--- src/rtl/mfp_clock_mode_select_pkg.sv ---
// Shared mode encoding, controller states and the mode stepping rule.
package mfp_clock_mode_select_pkg;

    typedef logic [1:0] mode_t;

    localparam mode_t MODE_MIN = 2'd0;
    localparam mode_t MODE_MAX = 2'd3;

    typedef enum logic {
        IDLE = 1'b0,
        HOLD = 1'b1
    } state_t;

    typedef struct packed {
        logic  chg;
        mode_t mode;
    } mode_step_t;

    // One step up or down; with wrap off a step past a limit reports no change.
    function automatic mode_step_t mode_step(mode_t cur, logic up, logic wrap);
        mode_step_t r;
        r.chg  = 1'b1;
        r.mode = up ? cur + 2'd1 : cur - 2'd1;
        if (!wrap && ((up && cur == MODE_MAX) || (!up && cur == MODE_MIN))) begin
            r.chg  = 1'b0;
            r.mode = cur;
        end
        return r;
    endfunction

endpackage

--- src/rtl/mfp_clock_mode_select_if.sv ---
// Button inputs and mode select outputs between the board and the divider control.
interface mfp_clock_mode_select_if;
    logic       btn_up;
    logic       btn_down;
    logic [1:0] mode;
    logic       mode_change;
    logic       busy;

    modport master (
        output btn_up,
        output btn_down,
        input  mode,
        input  mode_change,
        input  busy
    );

    modport slave (
        input  btn_up,
        input  btn_down,
        output mode,
        output mode_change,
        output busy
    );
endinterface

--- src/rtl/mfp_button_debouncer.sv ---
// Purpose: 2-FF synchronizer, run-length debouncer and registered press pulse for one button.
// Latency: press pulse DEBOUNCE_CYCLES+2 edges after the raw edge is first sampled.
// Backpressure: none; presses are single-cycle events and are not held.
module mfp_button_debouncer #(
    parameter int DEBOUNCE_CYCLES = 16
) (
    input  logic gclk,
    input  logic rst_n,
    input  logic btn,
    output logic press
);
    localparam int CW = (DEBOUNCE_CYCLES > 1) ? $clog2(DEBOUNCE_CYCLES) : 1;
    localparam logic [CW-1:0] RUN_LAST = CW'(DEBOUNCE_CYCLES - 1);

    logic [1:0]    sync;
    logic [CW-1:0] run;
    logic          stable;
    logic          stable_d;

    always_ff @(posedge gclk or negedge rst_n) begin
        if (!rst_n) begin
            sync     <= 2'b00;
            run      <= '0;
            stable   <= 1'b0;
            stable_d <= 1'b0;
            press    <= 1'b0;
        end else begin
            sync <= {sync[0], btn};
            // Any sample agreeing with the accepted level restarts the run.
            if (sync[1] == stable) begin
                run <= '0;
            end else if (run == RUN_LAST) begin
                stable <= sync[1];
                run    <= '0;
            end else begin
                run <= run + CW'(1);
            end
            stable_d <= stable;
            press    <= stable & ~stable_d;
        end
    end

endmodule

--- src/rtl/mfp_clock_mode_select.sv ---
// Purpose: steps the divider mode on debounced up/down presses, then holds off while the clock settles.
// Latency: mode updates one edge after the press pulse; busy lasts HOLDOFF_CYCLES cycles.
// Backpressure: presses arriving while busy, or up+down together, are dropped, never queued.
module mfp_clock_mode_select
    import mfp_clock_mode_select_pkg::*;
#(
    parameter int    DEBOUNCE_CYCLES = 16,
    parameter int    HOLDOFF_CYCLES  = 1024,
    parameter mode_t RESET_MODE      = 2'b00,
    parameter bit    WRAP            = 1'b1
) (
    input  logic                          gclk,
    input  logic                          rst_n,
    mfp_clock_mode_select_if.slave        bus
);
    localparam int HW = (HOLDOFF_CYCLES > 1) ? $clog2(HOLDOFF_CYCLES) : 1;
    localparam logic [HW-1:0] HOLD_LAST = HW'(HOLDOFF_CYCLES - 1);

    logic          up_press;
    logic          dn_press;
    state_t        state_q, state_d;
    mode_t         mode_q, mode_d;
    logic [HW-1:0] hold_q, hold_d;
    logic          mc_q, mc_d;
    mode_step_t    stp;

    mfp_button_debouncer #(
        .DEBOUNCE_CYCLES(DEBOUNCE_CYCLES)
    ) u_db_up (
        .gclk  (gclk),
        .rst_n (rst_n),
        .btn   (bus.btn_up),
        .press (up_press)
    );

    mfp_button_debouncer #(
        .DEBOUNCE_CYCLES(DEBOUNCE_CYCLES)
    ) u_db_down (
        .gclk  (gclk),
        .rst_n (rst_n),
        .btn   (bus.btn_down),
        .press (dn_press)
    );

    always_ff @(posedge gclk or negedge rst_n) begin
        if (!rst_n) begin
            state_q <= IDLE;
            mode_q  <= RESET_MODE;
            hold_q  <= '0;
            mc_q    <= 1'b0;
        end else begin
            state_q <= state_d;
            mode_q  <= mode_d;
            hold_q  <= hold_d;
            mc_q    <= mc_d;
        end
    end

    always_comb begin
        state_d = state_q;
        mode_d  = mode_q;
        hold_d  = hold_q;
        mc_d    = 1'b0;
        stp     = mode_step(mode_q, up_press, WRAP);
        case (state_q)
            IDLE: begin
                // A saturated press is a no-op: no pulse and no hold-off.
                if ((up_press ^ dn_press) && stp.chg) begin
                    mode_d  = stp.mode;
                    mc_d    = 1'b1;
                    hold_d  = HOLD_LAST;
                    state_d = HOLD;
                end
            end
            HOLD: begin
                if (hold_q == '0) begin
                    state_d = IDLE;
                end else begin
                    hold_d = hold_q - HW'(1);
                end
            end
            default: state_d = IDLE;
        endcase
    end

    assign bus.mode        = mode_q;
    assign bus.mode_change = mc_q;
    assign bus.busy        = (state_q == HOLD);

endmodule

--- src/flat_wrapper.sv ---
// flat-port wrapper written by rule: the top's interface ports become plain ports
module mfp_clock_mode_select_flat import mfp_clock_mode_select_pkg::*;
#(
    parameter int    DEBOUNCE_CYCLES = 16,
    parameter int    HOLDOFF_CYCLES  = 1024,
    parameter mode_t RESET_MODE      = 2'b00,
    parameter bit    WRAP            = 1'b1
)
  (gclk, rst_n, bus_btn_up, bus_btn_down, bus_mode, bus_mode_change, bus_busy);
  mfp_clock_mode_select_if bus_i ();
  input  logic gclk;
  input  logic rst_n;
  input wire logic [$bits(bus_i.btn_up)-1:0] bus_btn_up;
  input wire logic [$bits(bus_i.btn_down)-1:0] bus_btn_down;
  output wire logic [$bits(bus_i.mode)-1:0] bus_mode;
  output wire logic [$bits(bus_i.mode_change)-1:0] bus_mode_change;
  output wire logic [$bits(bus_i.busy)-1:0] bus_busy;
  assign bus_i.btn_up = bus_btn_up;
  assign bus_i.btn_down = bus_btn_down;
  assign bus_mode = bus_i.mode;
  assign bus_mode_change = bus_i.mode_change;
  assign bus_busy = bus_i.busy;
  mfp_clock_mode_select #(.DEBOUNCE_CYCLES(DEBOUNCE_CYCLES), .HOLDOFF_CYCLES(HOLDOFF_CYCLES), .RESET_MODE(RESET_MODE), .WRAP(WRAP)) u_core (.gclk(gclk), .rst_n(rst_n), .bus(bus_i));
endmodule
--- config.mk ---
export PLATFORM = sky130hd
export DESIGN_NAME = mfp_clock_mode_select_flat
export DESIGN_NICKNAME = d
export VERILOG_FILES = /design/src/rtl/mfp_clock_mode_select_pkg.sv /design/src/rtl/mfp_clock_mode_select_if.sv /design/src/rtl/mfp_button_debouncer.sv /design/src/rtl/mfp_clock_mode_select.sv /design/src/flat_wrapper.sv
export SDC_FILE = /design/constraint.sdc
export NUM_CORES = 1
export LEC_CHECK = 0
export CORE_AREA = 2 2 46 65
export DETAILED_ROUTE_END_ITERATION = 10
export DIE_AREA = 0 0 48 67
export DONT_BUFFER_PORTS = 1
export HOLD_SLACK_MARGIN = 0.08
export PLACE_DENSITY = 0.73
export SLEW_MARGIN = 10
export SYNTH_ARGS = -nofsm -noshare
export SYNTH_HDL_FRONTEND = slang
export SYNTH_HIERARCHICAL = 1
export SYNTH_SLANG_ARGS = --single-unit
export TNS_END_PERCENT = 1
--- constraint.sdc ---
create_clock -name gclk -period 1.71 [get_ports gclk]
set_input_delay 0 -clock gclk [delete_from_list [all_inputs] [get_ports gclk]]
set_output_delay 0 -clock gclk [all_outputs]
set_load 0.05 [all_outputs]
# == Word-level counts from Yosys, hierarchy flattened ==
# Index checks and enable logic that the tools add are counted.
# Widths: inputs -> output; s select.
# classes
add_sub_neg,5
n_eq_ne,6
mux,12
n_bitwise,8
reduce_logical,5
# op_table
op,count
$mux 10,2
$pmux 10 s2,1
$mux 4,4
$logic_not 10->1,1
$sub 10x1->10 const B,1
$add 4x1->4 const B,2
$eq 4x4->1 const B,2
$reduce_and 2->1,4
$not 1->1,5
$mux 1,3
$add 2x1->2 const B,1
$and 1x1->1,2
$eq 1x1->1,2
$mux 2,1
$ne 2x1->1 const B,1
$ne 2x2->1 const B,1
$pmux 1 s2,1
$sub 2x1->2 const B,1
$xor 1x1->1,1
# word_totals
ff_bits,32
inputBits,4
output_inout_bits,4
wordCells,50

# == Depth between registers and ports, before layout ==
# depth
word_depth,3
mapped_depth,6
mapped_depth_nobuf,6

# == Cells and area by module ==
# Netlist, hierarchy kept.
# modules_own_cells
mod,n_inst,cells_per_inst,area_per_inst_um2,seq_area_each_um2
mfp_clock_mode_select,1,70,708.2,350.3
mfp_button_debouncer,2,21,326.6,225.2

# == Worst setup path after synthesis ==
# OpenSTA, ideal clock, no wires.
# synth_path
path_type,register to register
startpoint,register u_core.state_q (netlist: u_core/bus.busy)
endpoint,register u_core.hold_q[6]
setup_ns,0.080
t_arrival_ns,1.682
t_required_ns,1.630
slack_ns,-0.053
path_stages_with_launch,5
n_path_buf,0
synth_period_minus_slack_ns,1.763
cell_sequence,dfrtp_1 nand2_2 or3_1 or4_1 o211ai_2
# synth_via
elab_chain_len,3
word_cells_on_any_way,5
classes_between,eq/ne: 2; mux: 1; bitwise: 1; reduce/logical: 1
# synth_rtl
item,line,rtl
"start, declared",mfp_clock_mode_select.sv:21,"state_t state_q, state_d;"
"start signal, assigned",mfp_clock_mode_select.sv:52,state_q <= state_d;
$not 1->1 (no line),--,
$ne 2x1->1 (no line),--,
$reduce_and 2->1 (no line),--,
"end signal, assigned",mfp_clock_mode_select.sv:54,hold_q <= hold_d;
"end, declared",mfp_clock_mode_select.sv:23,"logic [HW-1:0] hold_q, hold_d;"
# Parallel ways exist; a longest one is shown, timed or not.
# A chain may end at the register's enable or synchronous reset.

# == Final worst setup path ==
# layout_path
startpoint,register u_core.hold_q[1]
endpoint,register u_core.hold_q[6]
# layout_via
elab_chain_len,3
word_cells_on_any_way,6
classes_between,add/sub: 1; eq/ne: 1; mux: 2; reduce/logical: 2
# layout_rtl
item,line
$sub 10x1->10 or $logic_not 10->1 (tied branches),"mfp_clock_mode_select.sv:79, mfp_clock_mode_select.sv:76"
$mux 10 or $ne 2x2->1 (tied branches),--
$pmux 10 s2 or $reduce_and 2->1 (tied branches),--
# Parallel ways exist; a longest one is shown, timed or not. The select of a mux whose other input is x is not followed.

==> flow_summary.ini <==
[drt]
first_pass_iters = 4
routed_wl_um = 2489
routed_via_density = 5.733
drc_errors = 0
vias = 946
wire_per_inst_um = 15.08
ant_nets = 0
drtIter0Drc = 50

[die]
chipHeight_um = 67
die_w_um = 48
dieArea_um2 = 3216
start_util_pct = 52.06
pin_count = 8
rows = 22
design.core.area_um2 = 2615

[global_routing]
grt_pass1_wl_um = 4036
grt_antenna_before_repair = 0
use_met1_pct = 17.91
grt_pass1_vias = 970
grt_usage_pct = 18.57
use_met3_pct = 6.775
grt_max_degree = 33
grt-ovfl-total = 0
top_usage_layer = met2
met2_usage_pct = 32.00

[place]
place_inst = 151
portBuffers = 0
gp_congestion = 0.8928
dp_hpwl_um = 1610

[cells_and_area]
drive_gt1_share_pct = 23.26
finalNonFillerCells = 165
final_nets = 136
fin_util_pct = 60.24
syn2layout_area_growth_pct = 15.72
insertedDiodeCount = 0

[setup_path]
crit_required_ns = 1.96
slowest_delay_ns = 0.42
setup.worst_path.start = u_core/hold_q[1]
arrival_ns = 1.93
critPathLaunchType = flip-flop
slowest_stage = or4_4
r2r-start = u_core/hold_q[1]
crit_path_max_fanout = 3
endpoint_kind = flip-flop
worst-path-buf-inv = 1
cp_top_family = simple AND/OR/NAND/NOR gates
worstPathCellList = inv_2 -> ha_4 -> nand2_4 -> or3_4 -> or4_4 -> o211ai_2
path_class = reg2reg

[yosys]
synth.top_cells.by_area = dfrtp_1, xnor2_1, ha_1, mux2_4, nor2_1
synth_cell_types = 36
synth_largest_area_cell = dfrtp_1
async_reset_ff_share_pct = 100.0
synth_commonest_cells = dfrtp_1, nor2_1, xnor2_1, inv_1, nand2_1
synth_area_um2 = 1361
post-synth-top-area-fraction_pct = 58.82
synth.most_common_cell = dfrtp_1
synth_area_per_cell_um2 = 12.15
ys_dominant_reg_cell = dfrtp_1
synth_seq_cells = 32
synth_seq_area_share_pct = 58.82
synth_warnings = 6
syn_inst = 112
postSynthNetCount = 119
synth-edff-count = 0

[clock_network]
htree_levels = 2
clock_path_buffers = 2
cts_tree = done
clk_pin_slew_ns = 0.10
cts_sinks = 32
root_buffer = clkbuf_4
clk_latency_ns = 0.33
cts_buffers = 5

[sta]
clock_skew_ns = 0.01488
hold_violations = 0
min_period_ns = 1.672
setup_viol = 0
fmax_mhz = 598.0
tightest_slew_ns = 0.5272
slew_headroom_pct = 64.85
period_share_pct = 97.80
finalMaxSlewViolations = 0

[hold_path]
hold_class = in2async

[status]
status = complete, no violations

[job]
max_cap_viol_count = 0

[power]
power.leakage_uw = 0.0007525
ir_worst_vdd_v = 0.0007494
powerDensity_nw_per_um2 = 872.9
==> stage by stage <==
step	TNS [ns]	setup WS [ns]	area [um^2]	hold slack (ns)	total power (uW)
floorplan	0	0.06503	1363	-0.2956	920.4
global placement	0	0.08568	1430	-0.2950	952.6
detailed placement	0	0.02261	1430	-0.2950	957.3
CTS	0	0.002237	1544	0.09102	1385
global route	-0.02803	-0.02803	1575	0.1181	1445
finish	0	0.03762	1575	0.1179	1375
==> placed cells by master, fill, tap and decap left out, drive strengths merged, types with 2 or more instances in the layout <==
cell and instances:
nand2 6, ha 3, clkbuf 6, inv 6
nor2 8, a21o 3, nor3b 2, buf 7
o21ai 3, a311oi 3, or3 2, mux2 3
nand3 5, dlygate4sd3 3, a21oi 4, nor3 3
a31oi 2, dfrtp 32, o31ai 2, xnor2 7
nor2b 4
==> power by group <==
group          internal, uW  switching, uW
combinational          76.2           79.2
clock                   151            240
sequential              786           42.8
==> worst reg2reg max path: cells and delay by family (launching register included) <==
family | cells | cell delay [ns]
compound gates | 1 | 0.14
fa+ha+maj | 1 | 0.15
simple gates | 3 | 0.81
flops | 1 | 0.40
buf+inv | 1 | 0.08
==> layer usage <==
metal,vias up,wire length [um]
met2,30,1371
met4,0,80
met5,-,0
met1,470,923
li1,439,-
met3,7,114
==> state kept, by name, summed over array words and instances, names as in the netlist <==
| name | cells |
|---|---|
| u_core/hold_q | 10 |
| u_core/u_db_down/run | 4 |
| u_core/u_db_up/run | 4 |
| u_core/bus.mode | 2 |
| u_core/u_db_down/sync | 2 |
| u_core/u_db_up/sync | 2 |
| u_core/bus.busy | 1 |
| u_core/bus.mode_change | 1 |
| u_core/u_db_down/press | 1 |
| u_core/u_db_down/stable | 1 |
| u_core/u_db_down/stable_d | 1 |
| u_core/u_db_up/press | 1 |
| u_core/u_db_up/stable | 1 |
| u_core/u_db_up/stable_d | 1 |
==> worst paths after layout <==
path	end	slack (ns)	cells after the start
worst max-delay path	u_core/hold_q[6]	0.04	6
worst min-delay path	u_core/hold_q[4]	0.12	2
worst max register to register	u_core/hold_q[6]	0.04	6
worst min register to register	u_core/u_db_down/sync[1]	0.36	0
max in group asynchronous	u_core/u_db_down/run[2]	1.41	2
min in group gclk	u_core/u_db_up/sync[0]	0.24	1
==> cells by family (layout without fill, tap and decap cells) <==
kind of cell,after synthesis,after routing,share of synthesized area [%]
adder cells (fa/ha/maj),3,3,2.758
AND/OR/NAND/NOR,37,37,16.18
XOR/XNOR,8,8,5.147
multiplexers,4,4,3.768
flip-flops,32,32,58.82
AO/OA/AOI/OAI,22,22,11.67
buffers and inverters,6,23,1.654
==> layout make-up <==
type,instances,area (um^2)
inverter,6,22.52
clock inverter,1,5.005
timing repair buffer,10,95.09
multi-input combinational,74,564.3
fill,211,1040
clock buffer,6,41.29
sequential,32,802.0
tap,36,45.04
==> timing repair <==
| item | in CTS | in global routing |
|---|---|---|
| endpoints found under the setup margin | 1 | 2 |
| endpoints found under the hold margin | 34 | 0 |
| pin swaps | 1 | 0 |
| buffers inserted | 2 | 1 |
| hold buffers | 4 | 0 |
| gates resized for setup | 1 | 6 |
No activity file was read; power rests on OpenSTA's default activity.
